$ cat config.mk
export PLATFORM = sky130hd
export DESIGN_NAME = cache_fill_ctrl
export DESIGN_NICKNAME = d
export VERILOG_FILES = /design/src/rtl/cache_pkg.sv /design/src/rtl/rr_arbiter.sv /design/src/rtl/cache_fill_ctrl.sv
export SDC_FILE = /design/constraint.sdc
export NUM_CORES = 1
export LEC_CHECK = 0
export BUFFER_PORTS_ARGS = -buffer_cell sky130_fd_sc_hd__clkbuf_2
export CORE_MARGIN = 10
export CORE_UTILIZATION = 25
export DETAILED_ROUTE_END_ITERATION = 8
export GPL_TIMING_DRIVEN = 1
export PLACE_DENSITY_LB_ADDON = 0.15
export RECOVER_POWER = 25
export SLEW_MARGIN = 20
export SYNTH_ARGS = -nofsm -noshare
export SYNTH_HDL_FRONTEND = slang
export SYNTH_SLANG_ARGS = --single-unit
$ cat constraint.sdc
create_clock -name clk -period 1.86 [get_ports clk]
set_clock_uncertainty 0.1 [all_clocks]
set_input_delay 0.372 -clock clk [delete_from_list [all_inputs] [get_ports clk]]
set_output_delay 0.372 -clock clk [all_outputs]
set_load 0.005 [all_outputs]
$ cat src/rtl/cache_pkg.sv
// Shared definitions for the cache fill controller: FSM state encoding and
// width helpers used by the controller and its arbiter.
package cache_pkg;

  typedef enum logic [1:0] {
    IDLE = 2'd0,
    FILL = 2'd1,
    TAG  = 2'd2
  } fill_state_t;

  function automatic int offset_w(input int words_per_block);
    return (words_per_block > 1) ? $clog2(words_per_block) : 1;
  endfunction

  function automatic int idx_w(input int num_ch);
    return (num_ch > 1) ? $clog2(num_ch) : 1;
  endfunction

endpackage

$ cat src/rtl/rr_arbiter.sv
// Round-robin arbiter: one-hot grant among requesters, pointer moves past the
// winner whenever a grant is taken.
module rr_arbiter import cache_pkg::*; #(
  parameter int NUM_CH = 2,
  localparam int IDX_W = idx_w(NUM_CH)
) (
  input  logic              clk,
  input  logic              rst_n,
  input  logic [NUM_CH-1:0] req,
  input  logic              advance,
  output logic [NUM_CH-1:0] grant,
  output logic [IDX_W-1:0]  grant_idx
);

  logic [IDX_W-1:0] ptr;
  logic             found;

  // Search starts at the pointer and wraps, so the last winner has lowest priority.
  always_comb begin
    grant     = '0;
    grant_idx = '0;
    found     = 1'b0;
    for (int i = 0; i < NUM_CH; i++) begin
      if (!found && req[(int'(ptr) + i) % NUM_CH]) begin
        found     = 1'b1;
        grant_idx = IDX_W'((int'(ptr) + i) % NUM_CH);
      end
    end
    if (found) grant[grant_idx] = 1'b1;
  end

  always_ff @(posedge clk or negedge rst_n) begin
    if (!rst_n) begin
      ptr <= '0;
    end else if (advance && found) begin
      ptr <= (int'(grant_idx) == NUM_CH - 1) ? '0 : grant_idx + IDX_W'(1);
    end
  end

endmodule

$ cat src/rtl/cache_fill_ctrl.sv
// Block fill controller shared by several caches: arbitrates misses, streams
// word reads to memory, writes returning words and finally the tag.
module cache_fill_ctrl import cache_pkg::*; #(
  parameter int ADDR_W          = 16,
  parameter int WORD_BYTES      = 2,
  parameter int WORDS_PER_BLOCK = 8,
  parameter int NUM_CH          = 2,
  localparam int OFF_W = offset_w(WORDS_PER_BLOCK)
) (
  input  logic                     clk,
  input  logic                     rst_n,
  input  logic [NUM_CH-1:0]        miss_detected,
  input  logic [NUM_CH*ADDR_W-1:0] miss_address,
  input  logic                     memory_data_valid,
  output logic                     memory_read_en,
  output logic [ADDR_W-1:0]        memory_address,
  output logic [NUM_CH-1:0]        fsm_busy,
  output logic [NUM_CH-1:0]        write_data_array,
  output logic [NUM_CH-1:0]        write_tag_array,
  output logic [OFF_W-1:0]         fill_word_offset
);

  localparam int IDX_W    = idx_w(NUM_CH);
  localparam int CNT_W    = OFF_W + 1;
  localparam int BLK_BITS = $clog2(WORDS_PER_BLOCK * WORD_BYTES);
  localparam logic [CNT_W-1:0]  FULL     = CNT_W'(WORDS_PER_BLOCK);
  localparam logic [CNT_W-1:0]  LAST     = CNT_W'(WORDS_PER_BLOCK - 1);
  localparam logic [ADDR_W-1:0] BLK_MASK = ~ADDR_W'((1 << BLK_BITS) - 1);

  fill_state_t       state, state_nxt;
  logic [IDX_W-1:0]  grant_q;
  logic [ADDR_W-1:0] base_q;
  logic [CNT_W-1:0]  req_cnt, resp_cnt;
  logic [NUM_CH-1:0] arb_grant, own;
  logic [IDX_W-1:0]  arb_idx;
  logic [ADDR_W-1:0] req_addr;
  logic              start, resp_fire;

  assign req_addr = miss_address[int'(arb_idx)*ADDR_W +: ADDR_W];

  rr_arbiter #(.NUM_CH(NUM_CH)) u_arb (
    .clk       (clk),
    .rst_n     (rst_n),
    .req       (miss_detected),
    .advance   (start),
    .grant     (arb_grant),
    .grant_idx (arb_idx)
  );

  // Requests and responses are counted separately so memory may pipeline reads.
  always_ff @(posedge clk or negedge rst_n) begin
    if (!rst_n) begin
      state    <= IDLE;
      grant_q  <= '0;
      base_q   <= '0;
      req_cnt  <= '0;
      resp_cnt <= '0;
    end else begin
      state <= state_nxt;
      if (start) begin
        grant_q  <= arb_idx;
        base_q   <= req_addr & BLK_MASK;
        req_cnt  <= '0;
        resp_cnt <= '0;
      end else begin
        if (memory_read_en) req_cnt  <= req_cnt + CNT_W'(1);
        if (resp_fire)      resp_cnt <= resp_cnt + CNT_W'(1);
      end
    end
  end

  always_comb begin
    state_nxt        = state;
    start            = 1'b0;
    resp_fire        = 1'b0;
    own              = '0;
    memory_read_en   = 1'b0;
    memory_address   = '0;
    write_data_array = '0;
    write_tag_array  = '0;
    fill_word_offset = '0;
    unique case (state)
      IDLE: begin
        start = |arb_grant;
        // Gated by rst_n so the address bus reads zero while reset is held.
        if (start && rst_n) memory_address = req_addr;
        if (start) state_nxt = FILL;
      end
      FILL: begin
        own[grant_q]              = 1'b1;
        memory_read_en            = req_cnt < FULL;
        memory_address            = base_q + ADDR_W'(req_cnt) * ADDR_W'(WORD_BYTES);
        resp_fire                 = memory_data_valid && (resp_cnt < FULL);
        write_data_array[grant_q] = resp_fire;
        fill_word_offset          = resp_cnt[OFF_W-1:0];
        if (resp_fire && resp_cnt == LAST) state_nxt = TAG;
      end
      TAG: begin
        own[grant_q]             = 1'b1;
        write_tag_array[grant_q] = 1'b1;
        state_nxt                = IDLE;
      end
      default: state_nxt = IDLE;
    endcase
    fsm_busy = miss_detected | own;
  end

endmodule

==> flow_summary_export.csv <==
group,metric,value,unit
outcome,status,"complete, but fails checks",
outcome,failed_checks,"negative setup slack",
critical_path,timing.rr.start,"state[1]$_DFFE_PN0P_",
synth,avgSynthCellArea,9.096,um^2
grt,grt_pass1_vias,1762,
synth,yosys-mux-area-fraction,11.82,%
synth,synth_area_leaders,"dfrtp_1, mux2i_1, ha_1",
synth,synth_top_family_by_area,"simple AND/OR/NAND/NOR gates",
timing,post-route-min-period,2.085,ns
critical_path,cp.required,1.39,ns
synth,synthSimpleGateAreaFrac,17.77,%
synth,yosysSeqAreaShare,37.09,%
timing,slew_viol_final,0,
floorplanning,dieArea,10100,um^2
synth,ys_types,33,
timing,setup_viol,22,
synth,synthAdderAreaFrac,6.955,%
place,io_buffer_count,62,
synth,synth_nets,224,
timing,grt_setup_unrepaired,"true",
critical_path,critPathCaptureType,"primary output",
min_path,hold_class,"input port to flop",
floorplanning,die_w,100.5,um
finish,drive_gt1_share,59.09,%
drt,wl,5305,um
finish,fillers,640,
critical_path,crit_arrival,1.61,ns
grt,grt_pass1_wl,8714,um
power_and_ir_drop,power.density,1293,nW/um^2
cts,clock-sinks,24,
drt,drt_iter0_drc,24,
drt,viasPerCell,4.598,
finish,antennaDiodeCount,0,
floorplanning,start_util,25.64,%
place,place_congestion,0.7791,
critical_path,worstSetupStartpointType,"flop",
cts,clk_pin_slew,0.09,ns
floorplanning,core-area,6314,um^2
cts,clk_latency,0.27,ns
timing,final.period_utilization,112.1,%
floorplanning,die_h,100.5,um
min_path,hp-start,"miss_address[24]",
synth,ys_ff_latch,24,
cts,clock-root-buffer,"clkbuf_8",
cts,ctsLongestPathBuffers,2,
grt,antenna_found_initial,0,
synth,synth_edf_count,0,
cts,postCtsHoldBufs,0,
floorplanning,boundaryPins,63,
drt,wl_per_cell,14.61,um
critical_path,critPathLaunch,"req_cnt[3]$_DFFE_PN0P_",
place,post-place-ws,-0.09239,ns
flow_run,drv_cap,0,
drt,ant_nets,0,
synth,async_reset_ff_share,100.0,%
power_and_ir_drop,total_power,3.700,mW
synth,synth_top_area_share,37.09,%
drt,drc,0,
grt,grt_max_degree,25,
drt,vias,1669,
power_and_ir_drop,peakVddDrop,578.2,uV
synth,syn_inst,178,
timing,relSlewSlack,7.235,%
synth,yosysMostFrequentCell,"dfrtp_1",
timing,tightest_slew,1.391,ns
timing,fin_ws,-0.2250,ns
floorplanning,num_rows,29,
finish,area_delta_synth_final,76.74,%
cts,cts_tree,"done",
timing,max_freq,0.4796,GHz
finish,register_area,600.6,um^2
finish,layout.nets,334,
timing,hold_viol_final,0,
finish,multi_input_area,1304,um^2
power_and_ir_drop,p_leak,1.335,nW
synth,synth_xor_area_share,7.573,%
grt,overflow,0,
grt,grt.total_usage,10.39,%
cts,numCtsBuffers,3,
synth,synth_ff_type,"dfrtp_1",
critical_path,crit_type,"flop to primary output",
cts,cts_htree_levels,1,
place,hpwlAfterDp,3996,um
synth,yosysTopAreaCell,"dfrtp_1",
synth,yosysWarningCount,0,
synth,ys_top_cells_by_count,"dfrtp_1, nand2_1, o21ai_0",
drt,dr.pass1.iters,3,
synth,synth_compound_area_share,14.68,%
synth,syn-cell-area,1619,um^2
critical_path,crit_path_max_fanout,3,
[metal layers]
layer  global-route usage [%]  part of all wire [%]  vias up
met4                    1.304                  0.40        0
met1                    12.14                    43      781
met3                    3.978                   8.0        4
met2                    18.00                    49       39
met5                        0                     0        -
li1                         -                     -      845
[what timing repair did]
| action | 4_1_cts | 5_1_grt |
|---|---|---|
| setup buffers | 10 | 4 |
| gates cloned | 1 | 0 |
| setup endpoints to repair | 23 | 25 |
| pin swaps | 9 | 14 |
| gates resized for setup | 64 | 37 |
| endpoints found under the hold margin | 0 | 0 |
[power breakdown]
| group | internal, mW | switching (mW) |
|---|---|---|
| Combinational | 1.30 | 1.09 |
| Sequential | 0.739 | 0.245 |
| Clock | 0.145 | 0.178 |
[worst paths after layout]
kind,to,slack (ns),depth (start not counted)
max,memory_address[15],-0.23,6
min,base_q[8]$_DFFE_PN0P_,0.33,3
max reg2reg,state[1]$_DFFE_PN0P_,0.08,9
min reg2reg,base_q[15]$_DFFE_PN0P_,0.41,2
max in group asynchronous,base_q[14]$_DFFE_PN0P_,0.37,2
min in group asynchronous,base_q[6]$_DFFE_PN0P_,0.48,2
[flip-flops by register name, summed over array words and instances, names as in the netlist]
register,cells
base_q,12
req_cnt,4
resp_cnt,4
state,2
grant_q,1
u_arb.ptr,1
[worst max-delay path, cell delays in order, from the launching register on]
cell,delay [ns]
dfrtp_1,0.39
ha_2,0.22
nand3_4,0.09
nor4_4,0.25
xnor2_1,0.11
o22ai_2,0.14
clkbuf_2,0.13
[metrics by stage]
step / TNS, ns / utilization, % / hold WS, ns / std cells / instance area (um^2)
after floorplan: -0.04413 / - / -0.02359 / 178 / 1622
after global placement: -0.4042 / 35.83 / 0.3543 / 346 / 2262
after detailed placement: -0.7020 / 35.83 / 0.3490 / 346 / 2262
after CTS: -3.816 / 42.47 / 0.06859 / 360 / 2681
after global routing: -5.133 / 45.32 / 0.3464 / 363 / 2861
final: -3.336 / 45.32 / 0.3273 / 363 / 2861
[cells in the final DEF, fill, tap and decap left out, types with 4 or more instances in the layout]
cell type and n:
buf_4 33, dfrtp_1 24, buf_6 14, o22ai_2 8, nand3_1 4, xnor2_1 7, ha_4 4, xor2_1 5
mux2i_1 7, o21ai_0 13, nand2_1 20, buf_2 10, mux2i_4 8, nor2_1 12, o21ai_1 5, clkbuf_2 49
[cell type report]
type | count | share of cell area, %
multi-input combinational | 140 | 45.56
timing repair buffer | 112 | 27.59
sequential | 24 | 20.99
tap | 77 | 3.367
clock buffer | 3 | 1.443
inverter | 7 | 1.049
[logic make-up after synthesis]
group | Yosys count
XOR/XNOR | 14
AND/OR/NAND/NOR | 58
multiplexers | 19
buffers and inverters | 14
AO/OA/AOI/OAI | 40
adder cells (fa/ha/maj) | 9
flip-flops | 24
Note: power is estimated with default switching activity, not from simulation.
